[config.mk]
export PLATFORM = sky130hd
export DESIGN_NAME = cv32e40p_voter_fault_ctrl_flat
export DESIGN_NICKNAME = d
export VERILOG_FILES = /design/src/rtl/cv32e40p_voter_fault_ctrl_if.sv /design/src/rtl/cv32e40p_voter_fault_ctrl.sv /design/src/flat_wrapper.sv
export SDC_FILE = /design/constraint.sdc
export NUM_CORES = 1
export LEC_CHECK = 0
export CAP_MARGIN = 20
export CELL_PAD_IN_SITES_DETAIL_PLACEMENT = 1
export CELL_PAD_IN_SITES_GLOBAL_PLACEMENT = 1
export CORE_ASPECT_RATIO = 0.8
export CORE_MARGIN = 2
export CORE_UTILIZATION = 46
export DETAILED_ROUTE_END_ITERATION = 16
export PLACE_DENSITY = 0.83
export SYNTH_ARGS = -nofsm -noshare
export SYNTH_HDL_FRONTEND = slang
export SYNTH_SLANG_ARGS = --single-unit
[constraint.sdc]
create_clock -name clk -period 5.3 [get_ports clk]
set_clock_uncertainty 0.2 [all_clocks]
set_input_delay 1.325 -clock clk [delete_from_list [all_inputs] [get_ports clk]]
set_output_delay 1.325 -clock clk [all_outputs]
set_load 0.02 [all_outputs]
[src/rtl/cv32e40p_voter_fault_ctrl_if.sv]
// rtl/cv32e40p_voter_fault_ctrl_if.sv - voter status / fault controller interface
interface cv32e40p_voter_fault_ctrl_if #(
    parameter int CNT_W = 8
);
    logic                  valid_i;
    logic [2:0]            block_err_i;
    logic                  err_detected_i;
    logic                  err_corrected_i;
    logic                  clear_i;
    logic [2:0]            broken_block_o;
    logic [1:0]            state_o;
    logic                  fatal_o;
    logic [2:0][CNT_W-1:0] err_cnt_o;

    modport master (
        output valid_i, block_err_i, err_detected_i, err_corrected_i, clear_i,
        input  broken_block_o, state_o, fatal_o, err_cnt_o
    );

    modport slave (
        input  valid_i, block_err_i, err_detected_i, err_corrected_i, clear_i,
        output broken_block_o, state_o, fatal_o, err_cnt_o
    );
endinterface

[src/rtl/cv32e40p_voter_fault_ctrl.sv]
// rtl/cv32e40p_voter_fault_ctrl.sv - TMR voter error counting, replica retirement and fatal state
module cv32e40p_voter_fault_ctrl #(
    parameter int THRESH = 4,
    parameter int CNT_W  = 8,
    parameter int DECAY  = 1024
) (
    input logic clk,
    input logic rst_n,
    cv32e40p_voter_fault_ctrl_if.slave bus
);
    localparam int DW = $clog2(DECAY);
    localparam logic [CNT_W-1:0] CNT_MAX = {CNT_W{1'b1}};

    typedef enum logic [1:0] {
        ST_TMR  = 2'b00,
        ST_DMR  = 2'b01,
        ST_FAIL = 2'b10
    } state_t;

    state_t                state_q;
    logic                  fatal_q;
    logic [2:0]            broken_q;
    logic [2:0][CNT_W-1:0] cnt_q;
    logic [DW-1:0]         timer_q;

    logic [2:0] unmasked;
    logic [1:0] n_unmasked;
    logic [2:0] reach;
    logic [2:0] new_broken;
    logic [1:0] n_new_broken;
    logic [2:0] inc;
    logic       timer_wrap;
    logic       decay_fire;
    logic       go_fail;

    function automatic logic [1:0] pop3(input logic [2:0] v);
        return {1'b0, v[0]} + {1'b0, v[1]} + {1'b0, v[2]};
    endfunction

    always_comb begin
        unmasked     = bus.block_err_i & ~broken_q;
        n_unmasked   = pop3(unmasked);
        for (int i = 0; i < 3; i++) begin
            reach[i] = !broken_q[i] && (cnt_q[i] >= CNT_W'(THRESH));
        end
        new_broken   = broken_q | reach;
        n_new_broken = pop3(new_broken);
        inc          = (bus.valid_i && n_unmasked == 2'd1) ? unmasked : 3'b000;
        timer_wrap   = (timer_q == DW'(DECAY - 1));
        // An error increment in the same cycle wins over a decay step.
        decay_fire   = bus.valid_i && !bus.err_detected_i && timer_wrap && (inc == 3'b000);
        go_fail      = (n_new_broken >= 2'd2);
        if (bus.valid_i) begin
            if (state_q == ST_TMR) begin
                go_fail = go_fail || (n_unmasked >= 2'd2) ||
                          (bus.err_detected_i && !bus.err_corrected_i);
            end else if (state_q == ST_DMR) begin
                go_fail = go_fail || bus.err_detected_i;
            end
        end
    end

    always_ff @(posedge clk or negedge rst_n) begin
        if (!rst_n) begin
            state_q  <= ST_TMR;
            fatal_q  <= 1'b0;
            broken_q <= 3'b000;
            cnt_q    <= '0;
            timer_q  <= '0;
        end else if (bus.clear_i) begin
            state_q  <= ST_TMR;
            fatal_q  <= 1'b0;
            broken_q <= 3'b000;
            cnt_q    <= '0;
            timer_q  <= '0;
        end else if (state_q != ST_FAIL) begin
            // The cycle that enters FAIL leaves counters, broken bits and timer untouched.
            if (go_fail) begin
                state_q <= ST_FAIL;
                fatal_q <= 1'b1;
            end else begin
                broken_q <= new_broken;
                if (reach != 3'b000) begin
                    state_q <= ST_DMR;
                end
                for (int i = 0; i < 3; i++) begin
                    if (inc[i]) begin
                        if (cnt_q[i] != CNT_MAX) begin
                            cnt_q[i] <= cnt_q[i] + 1'b1;
                        end
                    end else if (decay_fire && !broken_q[i] && cnt_q[i] != '0) begin
                        cnt_q[i] <= cnt_q[i] - 1'b1;
                    end
                end
                if (bus.valid_i) begin
                    if (bus.err_detected_i || timer_wrap) begin
                        timer_q <= '0;
                    end else begin
                        timer_q <= timer_q + 1'b1;
                    end
                end
            end
        end
    end

    assign bus.state_o        = state_q;
    assign bus.fatal_o        = fatal_q;
    assign bus.broken_block_o = broken_q;
    assign bus.err_cnt_o      = cnt_q;
endmodule
[src/flat_wrapper.sv]
// flat-port wrapper written by rule: the top's interface ports become plain ports
module cv32e40p_voter_fault_ctrl_flat 
#(
    parameter int THRESH = 4,
    parameter int CNT_W  = 8,
    parameter int DECAY  = 1024
)
  (clk, rst_n, bus_valid_i, bus_block_err_i, bus_err_detected_i, bus_err_corrected_i, bus_clear_i, bus_broken_block_o, bus_state_o, bus_fatal_o, bus_err_cnt_o);
  cv32e40p_voter_fault_ctrl_if #(.CNT_W(CNT_W)) bus_i ();
  input logic clk;
  input logic rst_n;
  input wire logic [$bits(bus_i.valid_i)-1:0] bus_valid_i;
  input wire logic [$bits(bus_i.block_err_i)-1:0] bus_block_err_i;
  input wire logic [$bits(bus_i.err_detected_i)-1:0] bus_err_detected_i;
  input wire logic [$bits(bus_i.err_corrected_i)-1:0] bus_err_corrected_i;
  input wire logic [$bits(bus_i.clear_i)-1:0] bus_clear_i;
  output wire logic [$bits(bus_i.broken_block_o)-1:0] bus_broken_block_o;
  output wire logic [$bits(bus_i.state_o)-1:0] bus_state_o;
  output wire logic [$bits(bus_i.fatal_o)-1:0] bus_fatal_o;
  output wire logic [$bits(bus_i.err_cnt_o)-1:0] bus_err_cnt_o;
  assign bus_i.valid_i = bus_valid_i;
  assign bus_i.block_err_i = bus_block_err_i;
  assign bus_i.err_detected_i = bus_err_detected_i;
  assign bus_i.err_corrected_i = bus_err_corrected_i;
  assign bus_i.clear_i = bus_clear_i;
  assign bus_broken_block_o = bus_i.broken_block_o;
  assign bus_state_o = bus_i.state_o;
  assign bus_fatal_o = bus_i.fatal_o;
  assign bus_err_cnt_o = bus_i.err_cnt_o;
  cv32e40p_voter_fault_ctrl #(.THRESH(THRESH), .CNT_W(CNT_W), .DECAY(DECAY)) u_core (.clk(clk), .rst_n(rst_n), .bus(bus_i));
endmodule
==> results.sh <==
export IMPL_status="complete, no violations"
export IMPL_worstMarginPinSlew_ns=0.928
export IMPL_clkLatencyLatePin_ns=0.29
export IMPL_grt_pass1_vias=2940
export IMPL_relSlewSlack_pct=38.2
export IMPL_wl_per_cell_um=17.6
export IMPL_cp_arrival_ns=4.76
export IMPL_cts_root_buffer="clkbuf_8"
export IMPL_fp_dieH_um=76.8
export IMPL_area_growth_pct=18.4
export IMPL_synth_area_mm2=0.00305
export IMPL_worstRegToRegCells=12
export IMPL_rsz0062_at_grt="false"
export IMPL_cts_max_level=2
export IMPL_antenna_found_initial=0
export IMPL_synth_edff_count=0
export IMPL_setup_worst_path_class="primary input to flop"
export IMPL_ys_ff_latch=40
export IMPL_global_route_usage_total_pct=24.4
export IMPL_synth_xor_area_share_pct=4.60
export IMPL_ys_seq_area_share_pct=32.9
export IMPL_routed_wl_um=8300
export IMPL_vias=2744
export IMPL_cts_hold_buffers_added=0
export IMPL_setup_viol=0
export IMPL_finalSetupTns_ns=0
export IMPL_ir_worst_vdd_v=0.000304
export IMPL_cts_resized=0
export IMPL_async_reset_ff_share_pct=100
export IMPL_critPathLaunchType="primary input"
export IMPL_power_density_mw_per_mm2=463
export IMPL_rows=26
export IMPL_cts_setup_buffers=0
export IMPL_hold_ws_ns=0.310
export IMPL_synthMuxAreaShare_pct=6.04
export IMPL_synth_flop_cell="dfrtp_1"
export IMPL_clock_sinks=40
export IMPL_hold_class="flop to flop"
export IMPL_ant_nets=0
export IMPL_report_final_hold_viol_count=0
export IMPL_grt_pass1_wl_um=14400
export IMPL_r2r_end="u_core.bus.err_cnt_o[7]$_DFFE_PN0P_"
export IMPL_synth_cell_type_count=53
export IMPL_finalCriticalPeriod_ns=4.77
export IMPL_gp_congestion=0.818
export IMPL_cts_tree="yes"
export IMPL_fin_nets=420
export IMPL_remaining_drc_errors=0
export IMPL_core_area_mm2=0.00641
export IMPL_cts_max_path_buffers=2
export IMPL_die_w_um=95.0
export IMPL_dr_pass1_iters=4
export IMPL_die_area_mm2=0.00729
export IMPL_fmax_mhz=209
export IMPL_syn_avg_cell_area_um2=8.86
export IMPL_io_buffers=38
export IMPL_synth_fp_nets=379
export IMPL_reg2reg_slack_ns=1.58
export IMPL_grt_overflow_total=0
export IMPL_syn_inst=344
export IMPL_start_util_pct=47.5
export IMPL_clk_pin_slew_ns=0.08
export IMPL_grt_max_degree=41
export IMPL_place_hpwl_um=6140
export IMPL_cap_viol_max_count=0
export IMPL_synth_compound_area_share_pct=18.2
export IMPL_yosys_area_share_adder_pct=11.7
export IMPL_cp_end_kind="flop"
export IMPL_timing_rr_start="u_core.bus.broken_block_o[2]$_DFFE_PN0P_"
export IMPL_p_leak_nw=1.46
export IMPL_synth_top_family_by_area="simple AND/OR/NAND/NOR gates"
export IMPL_synthSimpleGateAreaFrac_pct=23.3
export IMPL_critPathRequiredTime_ns=5.29
export IMPL_viasPerCell=5.84
export IMPL_period_share_pct=90.1
export IMPL_drt_iter0_drc=124
export IMPL_hp_start="u_core.bus.fatal_o$_DFFE_PN0P_"
export IMPL_hold_depth=2
export IMPL_layout_drive_gt1_share_pct=5.70
export IMPL_antenna_cells=0
export IMPL_numCtsBuffers=5
export IMPL_io_pins=39
export IMPL_slew_violations=0
export IMPL_crit_path_max_fanout=8
export IMPL_whs_endpoint="u_core.bus.fatal_o$_DFFE_PN0P_"
export IMPL_fillers=772
export IMPL_yosysWarningCount=0
## layout by cell type, fill, tap and decap left out, types with 10 or more instances in the layout
master / n
a21oi_1: 30
ha_1: 22
inv_1: 22
o21ai_1: 10
mux2i_1: 15
nand2b_1: 10
dfrtp_1: 40
o21ai_0: 10
nand2_1: 18
clkdlybuf4s50_1: 37
nor2_1: 46
xnor2_1: 13
## metrics by stage
step	setup WS [ns]	utilization (%)	instance area, um2	total power, mW	cells
floorplan	1.05	-	3050	1.15	344
global placement	0.392	54.9	3520	1.41	462
detailed placement	0.256	54.9	3520	1.45	462
CTS	0.525	56.3	3610	1.68	470
global route	0.315	56.3	3610	1.81	470
finish	0.526	56.3	3610	1.67	470
## kinds of logic (layout without fill, tap and decap cells)
group	Yosys count	count (layout)
AND/OR/NAND/NOR	135	135
AO/OA/AOI/OAI	82	82
flip-flops	40	40
buffers and inverters	27	69
adder cells (fa/ha/maj)	26	26
multiplexers	18	18
XOR/XNOR	16	16
## state kept, by name, indices dropped and copies added (netlist names)
register                   flops
u_core.bus.err_cnt_o          24
u_core.timer_q                10
u_core.bus.broken_block_o      3
u_core.bus.state_o             2
u_core.bus.fatal_o             1
## worst max path at each step
stage / from / depth (start not counted) / to
global route: bus_block_err_i[0] / 13 / u_core.bus.err_cnt_o[15]$_DFFE_PN0P_
finish: bus_block_err_i[0] / 13 / u_core.bus.err_cnt_o[15]$_DFFE_PN0P_
floorplan: bus_block_err_i[2] / 12 / u_core.bus.err_cnt_o[15]$_DFFE_PN0P_
global placement: bus_block_err_i[1] / 13 / u_core.bus.err_cnt_o[15]$_DFFE_PN0P_
detailed placement: bus_block_err_i[0] / 13 / u_core.bus.err_cnt_o[15]$_DFFE_PN0P_
CTS: bus_block_err_i[0] / 13 / u_core.bus.err_cnt_o[15]$_DFFE_PN0P_
## synth_stat cells (2+ instances only)
library cell	count	area [um2]
a211oi_1	3	22.5
a21o_1	2	15.0
a21oi_1	30	150
a21oi_4	3	48.8
a31o_1	2	17.5
a31oi_1	2	12.5
a41oi_1	3	26.3
and2_1	3	18.8
clkbuf_1	5	18.8
dfrtp_1	40	1000
fa_1	4	80.1
ha_1	22	275
inv_1	22	82.6
mux2_1	3	33.8
mux2i_1	15	150
nand2_1	18	67.6
nand2b_1	10	62.6
nand3_1	9	45.0
nand3b_1	4	30.0
nand4_1	9	56.3
nor2_1	46	173
nor2b_1	8	50.1
nor3_1	9	45.0
nor4_1	2	12.5
o211ai_1	3	22.5
o21a_1	3	22.5
o21ai_0	10	50.1
o21ai_1	10	50.1
o41ai_1	2	17.5
or2_2	3	18.8
or3_1	3	18.8
xnor2_1	13	114
xor2_1	3	26.3
## per-layer routing
metal | GRT usage, % | share of wire (%) | vias up
li1 | - | - | 1326
met1 | 34.4 | 49 | 1359
met2 | 39.9 | 47 | 50
met3 | 4.13 | 3.1 | 9
met4 | 4.20 | 0.88 | 0
met5 | 0 | 0 | -
## power by group
group / internal [mW] / switching [mW] / total (mW)
Sequential: 0.354 / 0.0773 / 0.431
Clock: 0.106 / 0.109 / 0.216
Combinational: 0.445 / 0.578 / 1.02
Total: 0.906 / 0.764 / 1.67
## worst max-delay path: stages
cell and delay (ns):
clkdlybuf4s50_1 0.50, nor2b_1 0.24, fa_1 0.47, and3b_1 0.23, and2_1 0.19, inv_1 0.24
ha_1 0.33, a211oi_1 0.26, a21oi_1 0.14, o41ai_1 0.32, xnor2_1 0.20, a21oi_1 0.11
a31o_1 0.20
## cell type report
| type | count | area [um2] | share of cell area [%] |
|---|---|---|---|
| Timing Repair Buffer | 39 | 383 | 10.6 |
| Multi-Input combinational cell | 277 | 1940 | 53.9 |
| Sequential cell | 40 | 1000 | 27.8 |
| Tap cell | 84 | 105 | 2.91 |
| Clock buffer | 8 | 90.1 | 2.50 |
| Inverter | 22 | 82.6 | 2.29 |
(Power assumes the default switching activity.)
